## config.mk

```make
export PLATFORM = sky130hd
export DESIGN_NAME = ysyx_22040931_mem_bridge
export DESIGN_NICKNAME = d
export VERILOG_FILES = /design/src/rtl/ysyx_22040931_mem_bridge_pkg.sv /design/src/rtl/ysyx_22040931_mem_lane.sv /design/src/rtl/ysyx_22040931_mem_bridge.sv
export SDC_FILE = /design/constraint.sdc
export NUM_CORES = 1
export LEC_CHECK = 0
export ABC_AREA = 1
export CAP_MARGIN = 20
export CORE_MARGIN = 4
export CORE_UTILIZATION = 39
export DETAILED_ROUTE_END_ITERATION = 8
export PLACE_DENSITY = 0.75
export REMOVE_ABC_BUFFERS = 1
export SLEW_MARGIN = 20
export SYNTH_ARGS = -nofsm -noshare
export SYNTH_HDL_FRONTEND = slang
export SYNTH_SLANG_ARGS = --single-unit
export TNS_END_PERCENT = 5
```

## constraint.sdc

```tcl
create_clock -name clock -period 1.6 [get_ports clock]
set_clock_uncertainty 0.2 [all_clocks]
set_input_delay 0.32 -clock clock [delete_from_list [all_inputs] [get_ports clock]]
set_output_delay 0.32 -clock clock [all_outputs]
set_load 0.01 [all_outputs]
```

## src/rtl/ysyx_22040931_mem_bridge_pkg.sv

```systemverilog
// ysyx_22040931_mem_bridge_pkg: shared size encodings and bridge FSM states
package ysyx_22040931_mem_bridge_pkg;
  localparam logic [1:0] SIZE_B = 2'b00;
  localparam logic [1:0] SIZE_H = 2'b01;
  localparam logic [1:0] SIZE_W = 2'b10;
  localparam logic [1:0] SIZE_D = 2'b11;
  typedef enum logic [1:0] {
    IDLE = 2'd0,
    REQ  = 2'd1,
    RESP = 2'd2,
    DONE = 2'd3
  } state_t;
endpackage

```

## src/rtl/ysyx_22040931_mem_lane.sv

```systemverilog
// ysyx_22040931_mem_lane: memop/addr[2:0]/wr/stor_data -> byte mask, lane-shifted wdata, misaligned flag
module ysyx_22040931_mem_lane
  import ysyx_22040931_mem_bridge_pkg::*;
(
  input  logic [1:0]  memop,
  input  logic [2:0]  addr,
  input  logic        wr,
  input  logic [63:0] stor_data,
  output logic [7:0]  wmask,
  output logic [63:0] wdata,
  output logic        misaligned
);
  logic [7:0] size_mask;
  always_comb begin
    size_mask  = memop == SIZE_B ? 8'h01 : memop == SIZE_H ? 8'h03 : memop == SIZE_W ? 8'h0F : 8'hFF;
    misaligned = memop == SIZE_H ? addr[0] : memop == SIZE_W ? |addr[1:0] : memop == SIZE_D ? |addr : 1'b0;
    wmask      = wr ? size_mask << addr : 8'h00;
    wdata      = stor_data << {addr, 3'b000};
  end
endmodule

```

## src/rtl/ysyx_22040931_mem_bridge.sv

```systemverilog
// ysyx_22040931_mem_bridge: core mem_* request -> single-outstanding valid/ready bus transaction; stalls core, returns raw doubleword
module ysyx_22040931_mem_bridge
  import ysyx_22040931_mem_bridge_pkg::*;
#(
  parameter int ADDR_W = 64,
  parameter int DATA_W = 64
) (
  input  logic                clock,
  input  logic                reset,
  input  logic                mem_ena,
  input  logic                mem_wr,
  input  logic [1:0]          memop,
  input  logic [ADDR_W-1:0]   mem_addr,
  input  logic [DATA_W-1:0]   mem_stor_data,
  output logic                mem_stall,
  output logic [DATA_W-1:0]   mem_rdata,
  output logic                mem_err,
  output logic                bus_req_valid,
  input  logic                bus_req_ready,
  output logic [ADDR_W-1:0]   bus_req_addr,
  output logic                bus_req_wr,
  output logic [DATA_W-1:0]   bus_req_wdata,
  output logic [DATA_W/8-1:0] bus_req_wmask,
  input  logic                bus_rsp_valid,
  input  logic [DATA_W-1:0]   bus_rsp_rdata,
  input  logic                bus_rsp_err
);
  state_t state, state_nxt;
  logic err_q, start, misaligned;
  logic [DATA_W/8-1:0] lane_mask;
  logic [DATA_W-1:0] lane_wdata;
  ysyx_22040931_mem_lane u_lane (
    .memop     (memop),
    .addr      (mem_addr[2:0]),
    .wr        (mem_wr),
    .stor_data (mem_stor_data),
    .wmask     (lane_mask),
    .wdata     (lane_wdata),
    .misaligned(misaligned)
  );
  always_comb begin
    state_nxt = state;
    start = state == IDLE && mem_ena && !misaligned;
    case (state)
      IDLE: if (start) state_nxt = REQ;
      REQ:  if (bus_req_ready) state_nxt = RESP;
      RESP: if (bus_rsp_valid) state_nxt = DONE;
      DONE: state_nxt = IDLE;
      default: state_nxt = IDLE;
    endcase
    mem_stall     = start || state == REQ || state == RESP;
    mem_err       = (state == IDLE && mem_ena && misaligned) || (state == DONE && err_q);
    bus_req_valid = state == REQ;
  end
  always_ff @(posedge clock or negedge reset) begin
    if (!reset) begin
      state         <= IDLE;
      err_q         <= 1'b0;
      mem_rdata     <= '0;
      bus_req_addr  <= '0;
      bus_req_wr    <= 1'b0;
      bus_req_wdata <= '0;
      bus_req_wmask <= '0;
    end else begin
      state <= state_nxt;
      if (start) begin
        bus_req_addr  <= {mem_addr[ADDR_W-1:3], 3'b000};
        bus_req_wr    <= mem_wr;
        bus_req_wdata <= lane_wdata;
        bus_req_wmask <= lane_mask;
      end
      if (state == RESP && bus_rsp_valid) begin
        err_q <= bus_rsp_err;
        if (!bus_req_wr) mem_rdata <= bus_rsp_rdata;
      end
    end
  end
endmodule

```

* Yosys cells after proc, flatten, opt, wreduce, memory -nomap -nowiden
Cells that the tools add are included.
Word-level totals: flip-flop bits (word level) 201, bits of input ports 201
Cells by class: eq/ne operators 9, shifts and indexed selects 2, multiplexer cells 11, bitwise logic cells 1, reduce and logical (&&, ||, !) cells 15
Operator list (number):
- $shl 64x6->64 | 1
- $mux 8 | 4
- $eq 2x2->1 const B | 4
- $pmux 2 s4 | 1
- $shl 8x3->8 | 1
- $mux 2 | 3
- $logic_and 1x1->1 | 5
- $eq 2x1->1 const B | 2
- $logic_not 2->1 | 2
- $ne 2x2->1 const B | 2
- $logic_or 1x1->1 | 3
- $mux 1 | 3
- $reduce_and 3->1 | 1
- $reduce_or 3->1 | 1
- $ne 2x1->1 const B | 1
- $reduce_and 2->1 | 1
- $reduce_or 2->1 | 1
- $logic_not 1->1 | 1
- $not 1->1 | 1

* Depth between registers and ports, before layout
depth after elaboration 8, gate-level depth with buffers 12

* Hierarchy
Synthesis repeated with hierarchy kept, for this count alone.
Second synthesis, totals: cells, all modules 1356, area total of the unflattened synthesis 10298.6 um2
By module, submodules not included:
- ysyx_22040931_mem_bridge | instances 1, cells each 875, area an instance 8249.2 um2, sequential area each 5029.8 um2
- ysyx_22040931_mem_lane | instances 1, cells each 481, area an instance 2049.5 um2, sequential area each 0.0 um2

* Worst setup path after synthesis
No wires, ideal clock.
path type flip-flop to output port, start point register state[0], end point output mem_stall, data arrival time 1.293 ns, required time 1.080 ns, path slack -0.213 ns, cell stages (with the launch flop) 9, cell sequence dfrtp_1 inv_1 ha_1 nand2_1 inv_1 nand2_4 buf_6 buf_4 nand3_1
On the way: word-level cells in the longest chain between the ends 5, elaborated cells on any way between the ends 7, those cells by class eq/ne: 2; reduce/logical: 5
Ends and longest elaborated chain:
- start, declared | line ysyx_22040931_mem_bridge.sv:28 | state_t state, state_nxt;
- start signal, assigned | line ysyx_22040931_mem_bridge.sv:65 | state <= state_nxt;
- $logic_not 2->1 | line ysyx_22040931_mem_bridge.sv:43 | start = state == IDLE && mem_ena && !misaligned;
- $logic_and 1x1->1 (2 in series) | line ysyx_22040931_mem_bridge.sv:43
- $logic_or 1x1->1 | line ysyx_22040931_mem_bridge.sv:51 | mem_stall = start || state == REQ || state == RESP;
- $logic_or 1x1->1 (*) | line ysyx_22040931_mem_bridge.sv:51
- end, declared | line ysyx_22040931_mem_bridge.sv:15 | output logic mem_stall,
Every way passes the cells marked *; elsewhere a longest branch is shown, timed or not.

* Worst setup path after layout
start point register state[0], end point register mem_rdata[17]
On the way: word-level cells in the longest chain between the ends 3
Ends and longest elaborated chain:
- $eq 2x2->1 | line ysyx_22040931_mem_bridge.sv:72 | if (state == RESP && bus_rsp_valid) begin
- $logic_and 1x1->1 | line ysyx_22040931_mem_bridge.sv:72
- $reduce_and 2->1 (no source line)
- end signal, assigned | line ysyx_22040931_mem_bridge.sv:74 | if (!bus_req_wr) mem_rdata <= bus_rsp_rdata;
- end, declared | line ysyx_22040931_mem_bridge.sv:16 | output logic [DATA_W-1:0] mem_rdata,
Every way passes these cells. A chain may end at the register's enable or synchronous reset.

==> results.md <==
* Status: complete, but fails checks
* Failing checks: setup timing
* Area Growth Syn to Fin at 47.1%
* Drt wl/cell at 17.8 um
* Final worst slack at -0.428 ns
* Detailed Route WL at 33.7 mm
* Total global routing overflow at 0
* Tot GR Track Use at 23.3%
* Starting Density at 39.8%
* IR drop worst, VDD at 0.772 mV
* Max-slew violation count at 0
* Core region area at 24,400 um^2
* Final setup TNS at -45.96 ns
* Final Hold Vio Count at 0
* Post-Layout Cell Count at 1,893
* CTS Buffer Depth at 3
* Synth Flop Type: dfrtp_1
* Die ar. at 27,500 um^2
* Cells after Synth at 1,136
* Fillers at 2,187
* Number of DRC markers in iteration 0 at 708
* Antenna violations before repair at 3
* DRT antenna net count at 0
* Number of global-route vias before repair at 9,153
* Most instantiated library cell after synthesis: nand2_1
* Tcrit/Tclk final at 127%
* Finished Cell Area at 14,300 um^2
* Fin util at 58.6%
* Post-synth EDFFs at 0
* RSZ-0062 raised after global routing: yes
* Crit end category: flop
* Worst Path Arrival at 2.20 ns
* # H-tree levels at 1
* Clk sink count at 201
* Yosys top cell by area: dfrtp_1
* Max Clk Rate at 493 MHz
* Crit Path Max Fanout at 23
* Area post-placement at 14,200 um^2
* Pwr Density at 1660 nW/um^2
* Mean Syn Cell Area at 8.55 um^2
* DIE HEIGHT at 166 um
* Hold crit path type: input pin to asynchronous set/reset pin
* Kind of critical path: flop to flop
* Top-area cell type share of the netlist area at 51.8%
* Maxcap violations at 0
* Share of cells above drive strength 1 at 26.6%
* Min Tclk post-route at 2.03 ns
* Synthesized area at 9710 um^2
* Die X at 166 um
* Port buffer count at 401
* Clk slew on worst S/H paths at 0.06 ns
* Synth warnings at 0
* First-pass GRT wire length at 52.1 mm
* Post-synth cell types at 29
* Clock Latency Late Sink at 0.49 ns
* CP Launch Type: flop
* Root Driver: clkbuf_16
* CP required at 1.77 ns
* CTS tree: yes
* FP Rows at 57
* Largest cells by area after synthesis: dfrtp_1 (52%), nand2_1 (20%), mux2_2 (7.4%)
* Pin count of the biggest net entering global routing at 73
* Synthesized flop and latch total at 201
* Residual DRC at 0
* Placed cell count at 1,843
* Nets at 1,757
* Most frequent cells after synthesis: nand2_1 (529), dfrtp_1 (201), nand3_1 (83)
* CTS Buf Count at 23
* Via count at 9,319
* Placer Congestion at 0.876
* First-pass iteration count of the detailed router at 5
* Via-to-Cell Ratio at 4.92
* Seq/Total Area, Yosys at 51.8%
* HPWL after DPL at 24.5 mm
* I/O pins at 405
* Endpoints failing setup at 203
* Lkg Pwr at 7.34 nW
* Async SR Flop Fraction at 100%
-- area by class of cell --
type	count	area, um^2	share of cell area, %
well taps	324	405	2.84
clock buffers	33	673	4.71
clock inverters	7	85.1	0.596
flip-flops and latches	201	5030	35.2
multi-input cells	828	4240	29.7
repair buffers	462	3710	26.0
inverters	35	139	0.972
diodes	3	7.51	0.0526
-- worst paths after layout --
path                              startpoint                end  slack, ns  cells after the start
setup / recovery                    state[0]      mem_rdata[17]      -0.43                      7
hold / removal                         reset  bus_req_wdata[49]       0.09                      2
setup reg to reg                    state[0]      mem_rdata[17]      -0.43                      7
hold reg to reg            bus_req_wdata[40]  bus_req_wdata[40]       0.27                      2
max in group asynchronous              reset  bus_req_wdata[33]       0.59                      3
min in group clock              mem_addr[35]   bus_req_addr[35]       0.16                      3
-- state kept, by name, summed over array words and instances (netlist names) --
register       flops
bus_req_addr      61
bus_req_wdata     64
bus_req_wmask      8
bus_req_wr         1
err_q              1
mem_rdata         64
state              2
-- critical path, stage by stage, from the launching register on --
cell and delay (ns):
dfrtp_1 0.37, inv_2 0.07, buf_4 0.15, ha_4 0.17, buf_4 0.15, nand3_4 0.17, clkbuf_16 0.25, mux2_2 0.36
-- cell families (layout without fill, tap and decap cells) --
logic type | Yosys count | count (layout) | share of synthesized area, %
multiplexers | 64 | 64 | 7.42
buffers and inverters | 109 | 537 | 6.36
other | 1 | 6 | 0.0386
AO/OA/AOI/OAI | 119 | 119 | 7.32
AND/OR/NAND/NOR | 637 | 637 | 26.4
adder cells (fa/ha/maj) | 5 | 5 | 0.644
flip-flops | 201 | 201 | 51.8
-- layer usage --
metal / vias up / wire length, um / GRT usage, %
met5: - / 0 / 0
met4: 0 / 1060 / 7.82
met2: 433 / 17100 / 40.7
met1: 4357 / 13000 / 28.9
li1: 4473 / - / -
met3: 56 / 2500 / 4.62
-- metrics by stage --
stage | setup slack (ns) | power (mW) | hold slack [ns]
detailed placement | -0.909 | 20.1 | 0.0414
global placement | -0.916 | 19.9 | 0.0382
CTS | -0.425 | 23.5 | 0.0748
global route | -0.455 | 25.2 | 0.107
floorplan | -1.71 | 12.9 | -0.176
finish | -0.428 | 23.7 | 0.0874
-- report_power, final --
group	switching [mW]	internal [mW]	leakage (nW)
clock network	2.04	3.23	0.379
registers	1.30	7.43	2.51
logic	5.15	4.52	4.45
total	8.49	15.2	7.34
-- layout by cell type, fill, tap and decap left out, types with 2 or more instances in the layout --
cell type,instances
nand3_4,2
clkbuf_16,25
inv_2,5
buf_4,44
o21ai_2,16
or2_2,4
inv_1,26
clkdlybuf4s50_1,196
clkbuf_8,7
nand2_2,11
o21ai_1,15
ha_4,3
nand3_1,81
bufinv_16,2
o21ai_0,47
mux2_4,16
diode_2,3
buf_6,13
buf_12,8
dfrtp_1,200
o211ai_1,21
mux2_2,48
clkinv_2,5
inv_4,3
conb_1,3
buf_16,2
ha_1,2
a21oi_1,17
and2_0,4
nor2_1,4
clkbuf_1,4
nand2_1,526
buf_2,194
-- what timing repair did --
item,4_1_cts,5_1_grt
endpoints found under the setup margin,401,216
setup buffers,4,0
pin swaps,2,4
hold buffers,1,0
hold endpoints to repair,201,0
resized for setup,835,40
gates cloned,0,2
Note: power is estimated with default switching activity, not from simulation.
==> patch 1: new RTL, same settings <==
Encoding of `state_t`: now one-hot (4 bits for 4 states).
--- a/src/rtl/ysyx_22040931_mem_bridge_pkg.sv
+++ b/src/rtl/ysyx_22040931_mem_bridge_pkg.sv
@@ -4,11 +4,11 @@
   localparam logic [1:0] SIZE_H = 2'b01;
   localparam logic [1:0] SIZE_W = 2'b10;
   localparam logic [1:0] SIZE_D = 2'b11;
-  typedef enum logic [1:0] {
-    IDLE = 2'd0,
-    REQ  = 2'd1,
-    RESP = 2'd2,
-    DONE = 2'd3
+  typedef enum logic [3:0] {
+    IDLE = 4'b0001,
+    REQ  = 4'b0010,
+    RESP = 4'b0100,
+    DONE = 4'b1000
   } state_t;
 endpackage
 
Function: same outputs for any inputs over 4 cycles, from zero or initial values and one cycle with reset low; so few cycles prove little.
==> patch 1 against the original RTL <==
  * Routed wire length up 5.3%
  * First-iteration DRC count up 39%
  * Design area up 1.8%
  * Worst setup slack worse by 0.17 ns
  * Sequential cell count up 2
  * Area after synthesis up 0.53%
  * Clock power up 3%
  * Critical path type is now reg -> out
  * Global-route usage up 0.24 points
  * Power down 28%
  * The run still ends with setup timing left
==> patch 1: results (changes against the original RTL) <==
RUN_STATUS='finished with violations'  # unchanged
DRT-INITIAL-DRC-COUNT=983  # was 708
MOST_AREA_CONSUMING_CELLS_AFTER_SYNTHESIS='dfrtp_1, nand2_1, nand3_1'  # was dfrtp_1, nand2_1, mux2_2
ROUTE.VIAS.TOTAL=10300  # was 9,319
CTS_MADE_BUFFERS=24  # was 23
OVERALL_TRACK_DEMAND_OVER_CAPACITY_IN_GLOBAL_ROUTING=0.235  # was 0.233
MEAN_SYN_CELL_AREA_UM2=7.60  # was 8.55 µm²
SYNTH-SEQ-AREA-SHARE=0.520  # was 0.518
DP_HPWL_UM=24700  # was 24,500 µm
WIRE_PER_INST_UM=17.4  # was 17.8 µm
SLOWEST_DELAY_NS=0.57  # was 0.37 ns
PIN_COUNT_OF_THE_BIGGEST_NET_ENTERING_GLOBAL_ROUTING=96  # was 73
ANTENNA_FOUND_INITIAL=4  # was 3
GRT_UTIL_MET2=0.390  # was 0.407
FILLCELLCOUNT=2143  # was 2,187
FINAL_LAYOUT_SIZE_SUFFIX_GT1_FRAC=0.196  # was 0.266
PLACE.DETAILED.INSTANCES=1980  # was 1,843
VIA_CELL_RATIO=5.04  # was 4.92
FINAL-SETUP-VIOL-COUNT=205  # was 203
FIRST_GLOBAL_VIAS=9816  # was 9,153
PLACEMENT.SETUP.WORST_SLACK_NS=-0.947  # was -0.909 ns
BIGGEST_REGS='bus_req_wdata: 64 flops, mem_rdata: 64 flops, bus_req_addr: 61 flops'  # unchanged
CRIT_SLOWEST_CELL='dfstp_2'  # was dfrtp_1
GPL_CONGESTION=0.891  # was 0.876
DR.PASS1.ITERS=6  # was 5
WORST_SLACK_NS=-0.598  # was -0.428 ns
CRITICAL_PATH_ARRIVAL_NS=1.68  # was 2.20 ns
WORSTPATHMAXFANOUT=3  # was 23
STATIC-LEAKAGE-POWER_nW=7.87  # was 7.34 nW
VIOLATIONS='setup timing'  # unchanged
FIN_NETS=1898  # was 1,757
SYNTH_CELL_TYPE_COUNT=28  # was 29
[patch 1: cell types whose count changed after synthesis, sizes merged, moves of 8 or more]
cell    delta
mux2      -64
clkbuf    +14
o21ai     -15
nor2       +8
nand2    +117
nand3    +109
[patch 1: final timing paths]
path                                from           endpoint  slack, ns  depth (start not counted)
max in group asynchronous          reset  bus_req_wdata[54]       0.56                          3
min                                reset  bus_req_wdata[15]       0.11                          2
min reg2reg                mem_rdata[13]      mem_rdata[13]       0.26                          2
max                             state[0]          mem_stall      -0.60                          6
max reg2reg                     state[3]  bus_req_wdata[54]      -0.37                         10
min in group clock          mem_addr[61]   bus_req_addr[61]       0.14                          3
[patch 1: routing by layer]
layer  part of all wire  vias to the layer above
met1               0.39                     4806
li1                   -                     4906
met3              0.099                       74
met4              0.032                        0
met5                  0                        -
met2               0.48                      498
[patch 1: cells by family after synthesis]
family	count (synthesis)	share of synthesized area
flip-flops	203	0.520
buffers and inverters	125	0.0656
AO/OA/AOI/OAI	91	0.0511
other	1	0.000384
AND/OR/NAND/NOR	865	0.363
[patch 1: layout make-up]
class,count,area [µm²],share of cell area
diodes,4,10.0,0.000689
clock buffers,29,671,0.0461
clock inverters,13,118,0.00809
inverters,38,153,0.0105
multi-input cells,959,4110,0.283
flip-flops and latches,203,5080,0.350
well taps,324,405,0.0279
repair buffers,471,3990,0.274
[patch 1: what timing repair did]
action	in CTS	in global routing
endpoints found under the hold margin	203	0
gates cloned	0	4
hold buffers	1	0
resized for setup	833	32
setup buffers	8	2
pin swaps	8	5
endpoints found under the setup margin	402	273
[patch 1: critical path, delay by kind of cell, from the launching register on]
kind / cells / cell delay [ns]
buf+inv: 3 / 0.37
simple gates: 3 / 0.23
flops: 1 / 0.57
[patch 1: through the flow]
step	cell area, µm²	power (W)	setup TNS (ns)	util
2_1_floorplan	9280	0.00865	-227.29	-
3_3_place_gp	14300	0.0123	-112.72	0.585
3_5_place_dp	14300	0.0123	-114.12	0.585
4_1_cts	14300	0.0170	-50.11	0.584
5_1_grt	14500	0.0181	-69.61	0.594
6_report	14500	0.0171	-53.20	0.594
[patch 1: power by group]
part           internal [W]  leakage (nW)  switching (W)
clock network       0.00329         0.398        0.00215
registers           0.00615          2.67       0.000620
logic               0.00222          4.81        0.00267
==> patch 2: new RTL, same flow settings <==
Without the edit above. Register the output `mem_err`; this adds one clock of latency there. The other outputs are not delayed to match.
--- a/src/rtl/ysyx_22040931_mem_bridge.sv
+++ b/src/rtl/ysyx_22040931_mem_bridge.sv
@@ -25,6 +25,8 @@
   input  logic [DATA_W-1:0]   bus_rsp_rdata,
   input  logic                bus_rsp_err
 );
+
+  logic mem_err_d;
   state_t state, state_nxt;
   logic err_q, start, misaligned;
   logic [DATA_W/8-1:0] lane_mask;
@@ -49,7 +51,7 @@
       default: state_nxt = IDLE;
     endcase
     mem_stall     = start || state == REQ || state == RESP;
-    mem_err       = (state == IDLE && mem_ena && misaligned) || (state == DONE && err_q);
+    mem_err_d     = (state == IDLE && mem_ena && misaligned) || (state == DONE && err_q);
     bus_req_valid = state == REQ;
   end
   always_ff @(posedge clock or negedge reset) begin
@@ -75,5 +77,9 @@
       end
     end
   end
+  always_ff @(posedge clock) begin
+    mem_err <= mem_err_d;
+  end
+
 endmodule
 
Formal check against the unedited RTL: not equivalent (Yosys sat finds a counterexample within 4 cycles, from zero or initial values and one cycle with reset low).
==> patch 2 against the original RTL <==
  * The flow still finishes with violations (setup timing)
  * Sequential share of layout area decreased by 0.90 points
  * Sequential cell count up 1
  * Design area rose by 3.0%
  * Sequential power about the same
  * Area after synthesis is 0.21% higher
  * Routed wire length decreased by 0.26%
  * Worst setup slack improved by 0.036 ns
  * Power rose by 1.4%
  * Synthesized cell count barely moved
  * Largest power group unchanged
  * Highest routed layer unchanged
==> patch 2: results (changes against the original RTL) <==
SYNTH-SEQ-AREA-SHARE=0.519  # was 0.518
DR.PASS1.ITERS=6  # was 5
VIOLATIONS='setup timing'  # unchanged
GRTUSAGEMET3=0.0502  # was 0.0462
R2R_SLACK_NS=-0.34  # was -0.43 ns
SYNTH_COMMON_CELLS='nand2_1, dfrtp_1, nand3_1'  # unchanged
CRIT_SLOWEST_CELL='clkdlybuf4s50_1'  # was dfrtp_1
BUFFER_LEVELS_ON_THE_LONGEST_CLOCK_PATH=3  # unchanged
TIMING.CRITICAL_PATH.MAX_DELAY_FAMILY='buffers and inverters'  # unchanged
CTS_MAX_LEVEL=1  # unchanged
PLACEMENT.SETUP.WORST_SLACK_NS=-0.800  # was -0.909 ns
TIMING.RR.START='state[0]'  # unchanged
GLOBALROUTEMET1UTIL=0.288  # was 0.289
FIRST_GLOBAL_VIAS=9012  # was 9,153
RUN_STATUS='finished with violations'  # unchanged
FIN_NETS=1776  # was 1,757
WORST_SLACK_NS=-0.392  # was -0.428 ns
WORSTPATHMAXFANOUT=2  # was 23
CLOCK_SLEW_SEEN_BY_THE_REGISTERS_OF_THE_WORST_SETUP_AND_HOLD_PATHS_NS=0.06  # about the same
POWER.SWITCHING_W=0.00856  # was 0.00849 W
TOTALWIRELENGTH_UM=33600  # was 33,700 µm
SYNTH_CELL_TYPE_COUNT=30  # was 29
DRT-INITIAL-DRC-COUNT=558  # was 708
SLOWEST_DELAY_NS=0.53  # was 0.37 ns
FINAL_LAYOUT_SIZE_SUFFIX_GT1_FRAC=0.285  # was 0.266
GLOBAL_ROUTE_WIRE_LENGTH_BEFORE_REPAIR_UM=50800  # was 52,100 µm
DIODES=0  # was 3
DP_HPWL_UM=23600  # was 24,500 µm
POWER.IR.VDD_WORST_V=0.00116  # was 0.000772 V
R2R_END='mem_rdata[14]'  # was mem_rdata[17]
FINAL-SETUP-VIOL-COUNT=202  # was 203
GRT_UTIL_MET2=0.379  # was 0.407
MOST_AREA_CONSUMING_CELLS_AFTER_SYNTHESIS='dfrtp_1, nand2_1, mux2_2'  # unchanged
OVERALL_TRACK_DEMAND_OVER_CAPACITY_IN_GLOBAL_ROUTING=0.225  # was 0.233
ANTENNA_FOUND_INITIAL=0  # was 3
GPL_CONGESTION=0.880  # was 0.876
VIA_CELL_RATIO=4.91  # was 4.92
CTS_MADE_BUFFERS=22  # was 23
ASYNCSETRESETFLOPFRACSYNTH=0.995  # was 1.00
PIN_COUNT_OF_THE_BIGGEST_NET_ENTERING_GLOBAL_ROUTING=85  # was 73
CRITICAL_PATH_ARRIVAL_NS=1.47  # was 2.20 ns
STATIC-LEAKAGE-POWER_nW=7.53  # was 7.34 nW
==> patch 2: through the flow <==
stage               setup TNS (ns)  std cells  cell area (µm²)  hold WS, ns
floorplan                  -235.67       1065             9260       -0.176
detailed placement          -99.33       1855            14300       0.0215
CTS                         -28.83       1898            14200       0.0639
finish                      -39.92       1909            14700       0.0689
global placement            -96.25       1855            14300       0.0170
global route                -52.86       1909            14700       0.0725
==> patch 2: layer usage <==
layer / wire length, µm / vias up
li1: - / 4523
met3: 2570 / 61
met5: 0 / -
met2: 16300 / 397
met4: 1080 / 0
met1: 13700 / 4387
==> patch 2: how the worst max path moves through the flow <==
stage	end	from	cells after the start	slack, ns
finish	mem_stall	mem_addr[2]	9	-0.39
global placement	mem_stall	mem_addr[2]	9	-0.79
global route	mem_stall	state[0]	7	-0.45
floorplan	bus_req_wr	mem_addr[2]	6	-1.71
CTS	mem_stall	state[1]	7	-0.40
detailed placement	mem_stall	mem_addr[2]	9	-0.80
==> patch 2: power by group through the flow <==
stage	Combinational (W)	Sequential (W)	Clock [W]
6_report	0.0102	0.00876	0.00506
2_1_floorplan	0.00318	0.00980	0
3_3_place_gp	0.0111	0.00870	0
5_1_grt	0.0111	0.00904	0.00544
3_5_place_dp	0.0113	0.00878	0
4_1_cts	0.00939	0.00866	0.00519
==> patch 2: area by class of cell <==
| class | instances | area, µm² |
|---|---|---|
| fillers | 2093 | 9750 |
| clock inverters | 7 | 101 |
| inverters | 35 | 139 |
| flip-flops and latches | 202 | 5050 |
| multi-input cells | 828 | 4340 |
| repair buffers | 481 | 4070 |
| well taps | 324 | 405 |
| clock buffers | 32 | 618 |
==> patch 2: cell families after synthesis <==
group,count (synthesis),share of synthesized area
adders and majority gates,5,0.00643
DFF,202,0.519
muxes,64,0.0740
buffers and inverters,109,0.0635
other,1,0.000385
AOI/OAI and AO/OA,119,0.0730
and+or+nand+nor,637,0.264
==> patch 2: timing repair <==
| item | CTS | global route |
|---|---|---|
| hold endpoints to repair | 201 | 0 |
| gates cloned | 0 | 6 |
| resized for setup | 841 | 89 |
| setup buffers | 3 | 5 |
| hold buffers | 1 | 0 |
| setup endpoints to repair | 401 | 254 |
| pin swaps | 5 | 11 |
